<file path="src/rtl/rgb_pwm_if.sv">
// Colour targets from the colour cycler plus the LED pins and busy flag of the fader.
interface rgb_pwm_if;
  logic red_in;
  logic green_in;
  logic blue_in;
  logic red_out;
  logic green_out;
  logic blue_out;
  logic busy;

  modport master (
    output red_in, green_in, blue_in,
    input  red_out, green_out, blue_out, busy
  );

  modport slave (
    input  red_in, green_in, blue_in,
    output red_out, green_out, blue_out, busy
  );
endinterface

</file>
<file path="src/rtl/rgb_pwm_fader.sv">
// Crossfading RGB LED driver: each on/off colour target becomes a linear duty ramp,
// rendered through one shared PWM counter with a registered pin stage.
module rgb_pwm_fader #(
  parameter int PWM_BITS      = 8,
  parameter int STEP_INTERVAL = 3922,
  parameter int ACTIVE_LOW    = 1
) (
  input  logic     clk,
  input  logic     rst,
  rgb_pwm_if.slave bus
);
  localparam int STEP_W = (STEP_INTERVAL > 1) ? $clog2(STEP_INTERVAL) : 1;
  localparam logic [PWM_BITS-1:0] DUTY_MAX  = {PWM_BITS{1'b1}};
  localparam logic [PWM_BITS-1:0] DUTY_ONE  = PWM_BITS'(1);
  localparam logic [STEP_W-1:0]   STEP_LAST = STEP_W'(STEP_INTERVAL - 1);
  localparam logic                UNLIT     = (ACTIVE_LOW != 0);

  typedef enum logic [1:0] {ST_OFF, ST_RISE, ST_ON, ST_FALL} state_t;

  logic [PWM_BITS-1:0] pwm_cnt_reg;
  logic [STEP_W-1:0]   step_cnt_reg;
  logic                step_tick;
  logic [2:0]          ch_in;
  state_t              state_reg  [3];
  state_t              state_next [3];
  logic [PWM_BITS-1:0] duty_reg   [3];
  logic [PWM_BITS-1:0] duty_next  [3];
  logic [2:0]          lit;
  logic [2:0]          ramping;
  logic [2:0]          pin_reg;

  assign ch_in     = {bus.blue_in, bus.green_in, bus.red_in};
  assign step_tick = (step_cnt_reg == STEP_LAST);

  // Shared timebase: both counters free-run and ignore input changes.
  always_ff @(posedge clk or posedge rst) begin
    if (rst) begin
      pwm_cnt_reg  <= '0;
      step_cnt_reg <= '0;
    end else begin
      pwm_cnt_reg  <= pwm_cnt_reg + 1'b1;
      step_cnt_reg <= step_tick ? '0 : step_cnt_reg + 1'b1;
    end
  end

  always_comb begin
    for (int ch = 0; ch < 3; ch++) begin
      state_next[ch] = state_reg[ch];
      duty_next[ch]  = duty_reg[ch];
      case (state_reg[ch])
        ST_OFF: begin
          duty_next[ch] = '0;
          if (ch_in[ch]) state_next[ch] = ST_RISE;
        end
        ST_RISE: begin
          // A reversal takes priority over a coincident step.
          if (!ch_in[ch]) begin
            state_next[ch] = ST_FALL;
          end else if (step_tick) begin
            duty_next[ch] = duty_reg[ch] + 1'b1;
            if (duty_reg[ch] == DUTY_MAX - 1'b1) state_next[ch] = ST_ON;
          end
        end
        ST_ON: begin
          duty_next[ch] = DUTY_MAX;
          if (!ch_in[ch]) state_next[ch] = ST_FALL;
        end
        ST_FALL: begin
          if (ch_in[ch]) begin
            state_next[ch] = ST_RISE;
          end else if (step_tick) begin
            duty_next[ch] = duty_reg[ch] - 1'b1;
            if (duty_reg[ch] == DUTY_ONE) state_next[ch] = ST_OFF;
          end
        end
        default: begin
          state_next[ch] = ST_OFF;
          duty_next[ch]  = '0;
        end
      endcase
    end
  end

  always_ff @(posedge clk or posedge rst) begin
    if (rst) begin
      for (int ch = 0; ch < 3; ch++) begin
        state_reg[ch] <= ST_OFF;
        duty_reg[ch]  <= '0;
      end
    end else begin
      for (int ch = 0; ch < 3; ch++) begin
        state_reg[ch] <= state_next[ch];
        duty_reg[ch]  <= duty_next[ch];
      end
    end
  end

  // ON forces the pin lit so full brightness has no dark slot at pwm_cnt == MAX.
  for (genvar gi = 0; gi < 3; gi++) begin : g_ch
    assign lit[gi]     = (state_reg[gi] == ST_ON) || (pwm_cnt_reg < duty_reg[gi]);
    assign ramping[gi] = (state_reg[gi] == ST_RISE) || (state_reg[gi] == ST_FALL);
  end

  always_ff @(posedge clk or posedge rst) begin
    if (rst) begin
      pin_reg <= {3{UNLIT}};
    end else begin
      pin_reg <= lit ^ {3{UNLIT}};
    end
  end

  assign bus.red_out   = pin_reg[0];
  assign bus.green_out = pin_reg[1];
  assign bus.blue_out  = pin_reg[2];
  assign bus.busy      = |ramping;
endmodule

</file>
<file path="src/flat_wrapper.sv">
// flat-port wrapper written by rule: the top's interface ports become plain ports
module rgb_pwm_fader_flat 
#(
  parameter int PWM_BITS      = 8,
  parameter int STEP_INTERVAL = 3922,
  parameter int ACTIVE_LOW    = 1
)
  (clk, rst, bus_red_in, bus_green_in, bus_blue_in, bus_red_out, bus_green_out, bus_blue_out, bus_busy);
  rgb_pwm_if bus_i ();
  input  logic clk;
  input  logic rst;
  input wire logic [$bits(bus_i.red_in)-1:0] bus_red_in;
  input wire logic [$bits(bus_i.green_in)-1:0] bus_green_in;
  input wire logic [$bits(bus_i.blue_in)-1:0] bus_blue_in;
  output wire logic [$bits(bus_i.red_out)-1:0] bus_red_out;
  output wire logic [$bits(bus_i.green_out)-1:0] bus_green_out;
  output wire logic [$bits(bus_i.blue_out)-1:0] bus_blue_out;
  output wire logic [$bits(bus_i.busy)-1:0] bus_busy;
  assign bus_i.red_in = bus_red_in;
  assign bus_i.green_in = bus_green_in;
  assign bus_i.blue_in = bus_blue_in;
  assign bus_red_out = bus_i.red_out;
  assign bus_green_out = bus_i.green_out;
  assign bus_blue_out = bus_i.blue_out;
  assign bus_busy = bus_i.busy;
  rgb_pwm_fader #(.PWM_BITS(PWM_BITS), .STEP_INTERVAL(STEP_INTERVAL), .ACTIVE_LOW(ACTIVE_LOW)) u_core (.clk(clk), .rst(rst), .bus(bus_i));
endmodule
</file>
<file path="config.mk">
export PLATFORM = sky130hd
export DESIGN_NAME = rgb_pwm_fader_flat
export DESIGN_NICKNAME = d
export VERILOG_FILES = /design/src/rtl/rgb_pwm_if.sv /design/src/rtl/rgb_pwm_fader.sv /design/src/flat_wrapper.sv
export SDC_FILE = /design/constraint.sdc
export NUM_CORES = 1
export LEC_CHECK = 0
export CORE_ASPECT_RATIO = 0.5
export CORE_MARGIN = 2
export CORE_UTILIZATION = 50
export CTS_BUF_LIST = sky130_fd_sc_hd__clkbuf_8
export DETAILED_ROUTE_END_ITERATION = 7
export DONT_BUFFER_PORTS = 1
export SKIP_CTS_REPAIR_TIMING = 1
export SLEW_MARGIN = 10
export SYNTH_ARGS = -nofsm -noshare
export SYNTH_HDL_FRONTEND = slang
export SYNTH_SLANG_ARGS = --single-unit
export TNS_END_PERCENT = 100
</file>
<file path="constraint.sdc">
create_clock -name clk -period 2.65 [get_ports clk]
set_input_delay 0.6625 -clock clk [delete_from_list [all_inputs] [get_ports clk]]
set_output_delay 0.6625 -clock clk [all_outputs]
set_load 0.02 [all_outputs]
</file>
## Word level (Yosys, flattened, before mapping)

Cells that the tools add are included.

| storage, ports and cells | value |
|---|---|
| bits in registers | 53 |
| input bits | 5 |
| output and inout port bits | 4 |
| word-level logic and storage cells | 126 |

| operators by class | value |
|---|---|
| add/subtract/negate cells | 8 |
| magnitude comparators | 3 |
| eq/ne operators | 46 |
| muxes and demuxes | 43 |
| bitwise logic cells | 1 |
| reductions and logical operators | 16 |

Operators with widths:

| kind | number |
|---|---|
| 8-bit 2-to-1 mux | 12 |
| 8-bit case mux with 4 select lines | 3 |
| 2-bit 2-to-1 mux | 24 |
| 3-bit by 2-bit != test with 1-bit output (second input constant) | 12 |
| 8-bit by 1-bit adder with 8-bit output (second input constant) | 4 |
| 8-bit by 1-bit == test with 1-bit output (second input constant) | 3 |
| 8-bit == test (second input constant) | 3 |
| 8-bit < comparator | 3 |
| 2-bit != test (second input constant) | 12 |
| 2-bit case mux with 4 select lines | 3 |
| 8-bit by 1-bit subtractor with 8-bit output (second input constant) | 3 |
| 6-bit AND reduction | 3 |
| 12-bit by 1-bit adder with 12-bit output (second input constant) | 1 |
| 12-bit == test (second input constant) | 1 |
| 2-bit == test (second input constant) | 6 |
| 12-bit 2-to-1 mux | 1 |
| 2-bit by 1-bit != test with 1-bit output (second input constant) | 6 |
| 4-bit AND reduction | 3 |
| 2-bit by 1-bit == test with 1-bit output (second input constant) | 3 |
| 2-bit zero test | 3 |
| 1-bit logical OR | 6 |
| 3-bit NOT | 1 |
| 3-bit OR reduction | 1 |

## Longest topological paths before layout

Gate-level depths: netlist of the first run.

| logic depth | value |
|---|---|
| depth after elaboration | 5 |
| mapped depth | 9 |
| gate-level depth less buffers | 7 |

## Worst setup path before layout of the first run

OpenSTA, ideal clock, no wires.

| timing | value |
|---|---|
| kind | reg-to-reg |
| start point | reg u_core.state_reg[2] in the netlist's numbering |
| end point | reg u_core.state_reg[2] in the netlist's numbering |
| library setup time | 0.125 ns |
| arrival | 1.828 ns |
| required time | 2.525 ns |
| path slack | 0.697 ns |
| stages on the path, launching flop included | 8 |
| path buffers | 0 |
| period minus slack after synthesis | 1.953 ns |
| cell sequence | dfrtp_1 > inv_1 > ha_1 > or4b_1 > nor3_2 > a21oi_1 > o21ai_2 > mux2_2 |

| between the ends | value |
|---|---|
| word-level cells in the longest chain between the ends | 3 |
| elaborated cells between the ends (all ways) | 12 |
| classes of those cells | 9 x eq/ne; 1 x mux; 2 x reduce/logical |

Ends and longest elaborated chain:

| item | line | source |
|---|---|---|
| start: declaration | rgb_pwm_fader.sv:24 | `state_t state_reg [3];` |
| start signal: indexed assignment | rgb_pwm_fader.sv:92 | `state_reg[ch] <= state_next[ch];` |
| 2-bit by 1-bit == test with 1-bit output (tied with other cells) | rgb_pwm_fader.sv:50 | `case (state_reg[ch])` |
| 3-bit by 2-bit != test with 1-bit output (no line) / 2-bit != test (equally long branches) | - |  |
| 6-bit AND reduction (no line) | - |  |

Several ways; a longest one is shown, not always the timed one.
A chain may end at the register's enable or synchronous reset.

## Worst setup path after layout of the first run

| timing | value |
|---|---|
| start point | reg u_core.state_reg[3] in the netlist's numbering |
| end point | out bus_busy |

| between the ends | value |
|---|---|
| word-level cells in the longest chain between the ends | 3 |
| elaborated cells between the ends (all ways) | 4 |
| classes of those cells | 2 x eq/ne; 2 x reduce/logical |

Ends and longest elaborated chain:

| item | line | source |
|---|---|---|
| 2-bit by 1-bit == test with 1-bit output / 2-bit == test (equally long branches) | rgb_pwm_fader.sv:101 | `assign ramping[gi] = (state_reg[gi] == ST_RISE) \|\| (state_reg[gi] == ST_FALL);` |
| 1-bit logical OR (*) | rgb_pwm_fader.sv:101 |  |
| 3-bit OR reduction (*) | rgb_pwm_fader.sv:115 | `assign bus.busy = \|ramping;` |
| end: declaration | flat_wrapper.sv:18 | `output wire logic [$bits(bus_i.busy)-1:0] bus_busy;` |

Every way passes the cells marked *; elsewhere a longest branch is shown, timed or not.

==> metrics.txt, run 1 <==
synthesized area per cell=8.88 um^2; share of cells above drive strength 1=6.99%; Worst Tran Pin Value=just under 600 ps; Placed Instance Area=~4300 um^2; clock skew=between 8 and 9 ps; slew margin rel.=between 60% and 70%; Core ar.=slightly above 8000 um^2; Total Routing Usage GR=about 23%; count leader, synth=ha_1; outcome=completed; clock input transition at the sequential cells of the worst setup and hold paths=~110 ps; DRC viols=0; final instance area=roughly 4400 um^2; area grow syn2layout=3.19%; largest net degree at the start of global routing=30; root buffer cell=clkbuf_8; synthesized area=~4300 um^2; # clock sinks=53; first-pass GRT wire length=approximately 17,000 um; register bit total from synthesis=53; ANT nets after route=0; Top Ports=9; Final GP Congestion=0.927; pre-CTS setup slack=roughly 430 ps; synth cell count leaders=ha_1, dfrtp_1, nor2_1, inv_1, o21ai_0; H-tree Lvls=2; non-filler instance count after layout=between 500 and 600; critical path required time=~2000 ps; Yosys top cell by area=dfrtp_1; Initial Utilization=between 50 and 60%; RSZ-0062 raised after global routing=false; standard-cell rows=23; synth top area cells=dfrtp_1, ha_1, o21ai_0; routed length per instance=about 17 um; Die Span Y=69.4 um; Synthesis Warnings=0; vias in the first global route=3,408; main flop type after synthesis=dfrtp_1; Post-Route WL=between 10,000 and 15,000 um; die area=9360 um^2; Tmin final=2380 ps; Die Wd=around 130 um; hold slack final=262 ps; fillcell total=740; sequential share of the synthesized area=a little under a third; PortBufs=0; PD cells=roughly 1100 nW/um^2; critical path arrival=~1700 ps; drt via density=6.08; gr ovfl total=0; max-slew violation count=0; syn_nets=roughly 540; proportion of netlist area held by the largest area contributor=roughly 29%; CP Capture Type=output pin; Hold Crit Class=in -> async; Post-synth EDFFs=0; Multi-input gate area=between 2000 and 3000 um^2; Hold Vio Cnt, Final=0; cts bufs inserted=5; Post-DP HPWL=7400 um; worst setup path class=reg -> out; DR iter-0 viols=between 150 and 200; Cells after DPL=around 580; Nets=approximately 530; fin crit share=89.7%; maxcap violations=0; total negative setup slack=0 ps; initial antenna violation count=0; Critical Path Source Type=flop; setup slack after layout=roughly 270 ps; sequential cell area=1330 um^2; highest clock rate=421 MHz; Peak VDD IR=approximately 0.57 mV; CTS tree=built; # setup viols final=0; Clk Latency, worst-skew pair=roughly 330 ps; CP max FO=9; Distinct cells, synth=66; Post-Syn Instances=482; Antenna diodes=0; Static Leak=around 1.9 nW; via count=about 3,600; First-pass DRT Iterations=4; ys async rst share=100%; Longest Clk Path Bufs=2; max FFs per register=24
==> per-layer routing <==
layer / wire [um] / vias to the layer above / part of all wire [%] / track usage (%)
li1: - / 1733 / - / -
met1: 4990 / 1709 / 50 / 33.0
met2: 4350 / 103 / 43 / 34.6
met3: 647 / 8 / 6.4 / 5.12
met4: 69 / 0 / 0.69 / 4.09
met5: 0 / - / 0 / 0
==> where the power goes <==
part | switching, W | leakage, nW | internal [W]
Combinational | 0.00161 | 1.23 | 0.00117
Clock | 0.000309 | 0.0416 | 0.000184
Sequential | 0.000443 | 0.654 | 0.00107
==> worst paths after layout <==
| check | slack [ps] | startpoint | end | cells after the start |
|---|---|---|---|---|
| setup / recovery | 270 | u_core.state_reg[3] | bus_busy | 4 |
| hold / removal | 260 | rst | u_core.duty_reg[4] | 1 |
| setup reg to reg | 380 | u_core.step_cnt_reg[1] | u_core.duty_reg[22] | 7 |
| hold reg to reg | 520 | u_core.step_cnt_reg[5] | u_core.step_cnt_reg[5] | 1 |
| max in group asynchronous | 1810 | rst | u_core.step_cnt_reg[10] | 2 |
| min in group clk | 520 | u_core.step_cnt_reg[5] | u_core.step_cnt_reg[5] | 1 |
==> critical path, cell delays in order (launching register included) <==
cell and delay, ps:
dfrtp_1 420, inv_1 100, ha_1 290, nor2_1 280
nand3_1 290
==> cells by family after synthesis <==
| family | count (synthesis) | share of synthesized area, % |
|---|---|---|
| simple gates | 163 | 20.4 |
| compound gates | 120 | 19.7 |
| buf+inv | 61 | 6.63 |
| flops | 53 | 31.1 |
| fa+ha+maj | 51 | 14.9 |
| xor+xnor | 24 | 4.91 |
| mux | 10 | 2.45 |
==> layout by cell type (no fill, tap or decap), types with 6 or more instances in the layout <==
cell	instances
nor3_1	11
nor2b_1	6
nand2b_1	7
nand3_1	21
and3_1	13
nand4_1	14
mux2i_1	6
a21oi_1	25
dfrtp_1	50
nand2_1	27
xor2_1	10
o21ai_0	31
xnor2_1	14
inv_1	38
a221oi_1	6
nor2_1	39
ha_1	51
==> cell type report <==
type,instances,area share (%)
clock buffer,5,1.56
clock inverter,3,0.425
inverter,38,3.23
multi-input combinational,368,60.4
sequential,53,30.1
tap,112,3.17
timing repair buffer,5,1.13
==> metrics by stage <==
step                total power [W]  utilization [%]
floorplan                   0.00370                -
global placement            0.00417             53.2
detailed placement          0.00427             53.2
CTS                         0.00476             54.2
global route                0.00522             54.2
finish                      0.00478             54.2
No activity file was read; power rests on OpenSTA's default activity.
==> run 2: changes to the inputs <==
--- a/config.mk
+++ b/config.mk
@@ -7,7 +7,7 @@
 export LEC_CHECK = 0
 export CORE_ASPECT_RATIO = 0.5
 export CORE_MARGIN = 2
-export CORE_UTILIZATION = 50
+export CORE_UTILIZATION = 45
 export CTS_BUF_LIST = sky130_fd_sc_hd__clkbuf_8
 export DETAILED_ROUTE_END_ITERATION = 7
 export DONT_BUFFER_PORTS = 1
==> constraint.sdc (replaced) <==
create_clock -name clk -period 2.8 [get_ports clk]
set_input_delay 0.7 -clock clk [delete_from_list [all_inputs] [get_ports clk]]
set_output_delay 0.7 -clock clk [all_outputs]
set_load 0.02 [all_outputs]
==> metrics.txt, run 2 (synthesis results as in run 1) <==
r2r setup slk=540 ps (was 380 ps); # clock sinks=53 (unchanged); clock input transition at the sequential cells of the worst setup and hold paths=120 ps (was 110 ps); Critical Path Source Type=flop (unchanged); slowest stage delay, CP=500 ps (was 420 ps); Reg-to-Reg End=u_core.duty_reg[13] (was u_core.duty_reg[22]); hold slack final=296 ps (was 262 ps); crit path cell chain=inv_1 > ha_1 > nor2_1 > nand3_1 (unchanged); first-pass GRT wire length=16,500 um (was 17,100 um); worst path bufs/invs=1 (unchanged); Post-DP HPWL=6970 um (was 7400 um); crit path launch=u_core.state_reg[5] (was u_core.state_reg[3]); DRC viols=0 (unchanged); root buffer cell=clkbuf_8 (unchanged); Cells after DPL=582 (was 576); clock skew=15.3 ps (was 8.95 ps); max FFs per register=24 (unchanged); Core ar.=9350 um^2 (was 8140 um^2); slowest stage cell, crit path=ha_1 (was dfrtp_1); Die Span Y=73.0 um (was 69.4 um); Longest Clk Path Bufs=2 (unchanged); crit path to=bus_busy (unchanged); max-slew violation count=0 (unchanged); First-pass DRT Iterations=4 (unchanged); critical path required time=2100 ps (was 1990 ps); outcome=completed (unchanged); Tmin final=2450 ps; Antenna diodes=0 (unchanged); Die Wd=142 um (was 135 um); total negative setup slack=0 ps (unchanged); CP max FO=14 (was 9); setup slack after layout=353 ps (was 273 ps); Tot Pwr=0.00449 W (was 0.00478 W); most frequent cells in the layout=ha_1, dfrtp_1, nor2_1 (unchanged); Top Ports=9 (unchanged); fillcell total=885 (was 740); Worst R2R Start=u_core.step_cnt_reg[1] (unchanged); non-filler instance count after layout=590 (was 584); highest clock rate=between 400 and 500 MHz; PD cells=1020 nW/um^2 (was 1080 nW/um^2); initial antenna violation count=0 (unchanged); standard-cell rows=25 (was 23); Worst Tran Pin Value=562 ps (was 579 ps); cts bufs inserted=5 (unchanged); fin crit share=87.4%; drt via density=5.88 (was 6.08); CTS tree=built (unchanged); maxcap violations=0 (unchanged); PortBufs=0 (unchanged); H-tree Lvls=2 (unchanged); Nets=524 (was 527); area grow syn2layout=3.10% (was 3.19%); vias in the first global route=3,206 (was 3,408); pre-CTS setup slack=599 ps (was 426 ps); CP Depth=4 (unchanged); # setup viols final=0 (unchanged); Hold Vio Cnt, Final=0 (unchanged); share of cells above drive strength 1=6.61% (was 6.99%); gr ovfl total=0 (unchanged); routed length per instance=16.3 um (was 17.2 um); worst setup path class=reg -> out (unchanged); Initial Utilization=45.8% (was 52.6%); DR iter-0 viols=273 (was 154); kind of cell adding the most delay to the critical path=adder cells (was simple AND/OR/NAND/NOR gates); leading cell type in the layout, fill and taps excluded=ha_1 (unchanged); slew margin rel.=62.5% (was 61.3%); RSZ-0062 raised after global routing=false (unchanged); Clk Latency, worst-skew pair=330 ps (about the same); Peak VDD IR=0.318 mV (was 0.571 mV); Static Leak=1.92 nW (about the same); Final GP Congestion=0.826 (was 0.927); CP Capture Type=output pin (unchanged); Worst Reg-to-Reg Cells=7 (unchanged); Total Routing Usage GR=20.0% (was 22.6%); Hold Crit Class=in -> async (unchanged); critical path arrival=1750 ps (was 1710 ps); Post-Route WL=9630 um (was 10,100 um); die area=10,400 um^2 (was 9360 um^2); via count=3,467 (was 3,553); largest net degree at the start of global routing=30 (unchanged); ANT nets after route=0 (unchanged)
run 2: power by group:
part           switching (W)  total, W  leakage, nW  internal (W)
registers           0.000422   0.00143        0.654       0.00101
logic                0.00151   0.00259         1.21       0.00108
clock network       0.000288  0.000472       0.0487      0.000183
run 2: metrics by stage:
| step | utilization [%] | instance area [um^2] |
|---|---|---|
| after global placement | 46.2 | 4320 |
| after detailed placement | 46.2 | 4320 |
| after global routing | 47.2 | 4410 |
| final | 47.2 | 4410 |
| after CTS | 47.2 | 4410 |
| after floorplan | - | 4280 |
run 2: worst min-delay path by stage:
stage / startpoint / end
2_1_floorplan: u_core.pwm_cnt_reg[0] / u_core.pwm_cnt_reg[0]
3_3_place_gp: u_core.step_cnt_reg[5] / u_core.step_cnt_reg[5]
4_1_cts: rst / u_core.step_cnt_reg[10]
5_1_grt: rst / u_core.step_cnt_reg[8]
3_5_place_dp: u_core.step_cnt_reg[7] / u_core.step_cnt_reg[7]
6_report: rst / u_core.step_cnt_reg[8]
run 2: cell type report:
| type | instances | area, um^2 | area share [%] |
|---|---|---|---|
| Timing Repair Buffer | 2 | 27.5 | 0.624 |
| Inverter | 38 | 143 | 3.23 |
| Clock inverter | 3 | 26.3 | 0.595 |
| Multi-Input combinational cell | 368 | 2670 | 60.4 |
| Clock buffer | 5 | 68.8 | 1.56 |
| Sequential cell | 53 | 1330 | 30.1 |
| Tap cell | 121 | 151 | 3.43 |
run 2: per-layer routing:
layer	vias to the layer above	GRT usage, %	share of wire, %
met2	44	29.6	41
li1	1737	-	-
met5	-	0	0
met4	0	3.78	0.65
met3	6	3.61	2.7
met1	1680	30.5	56
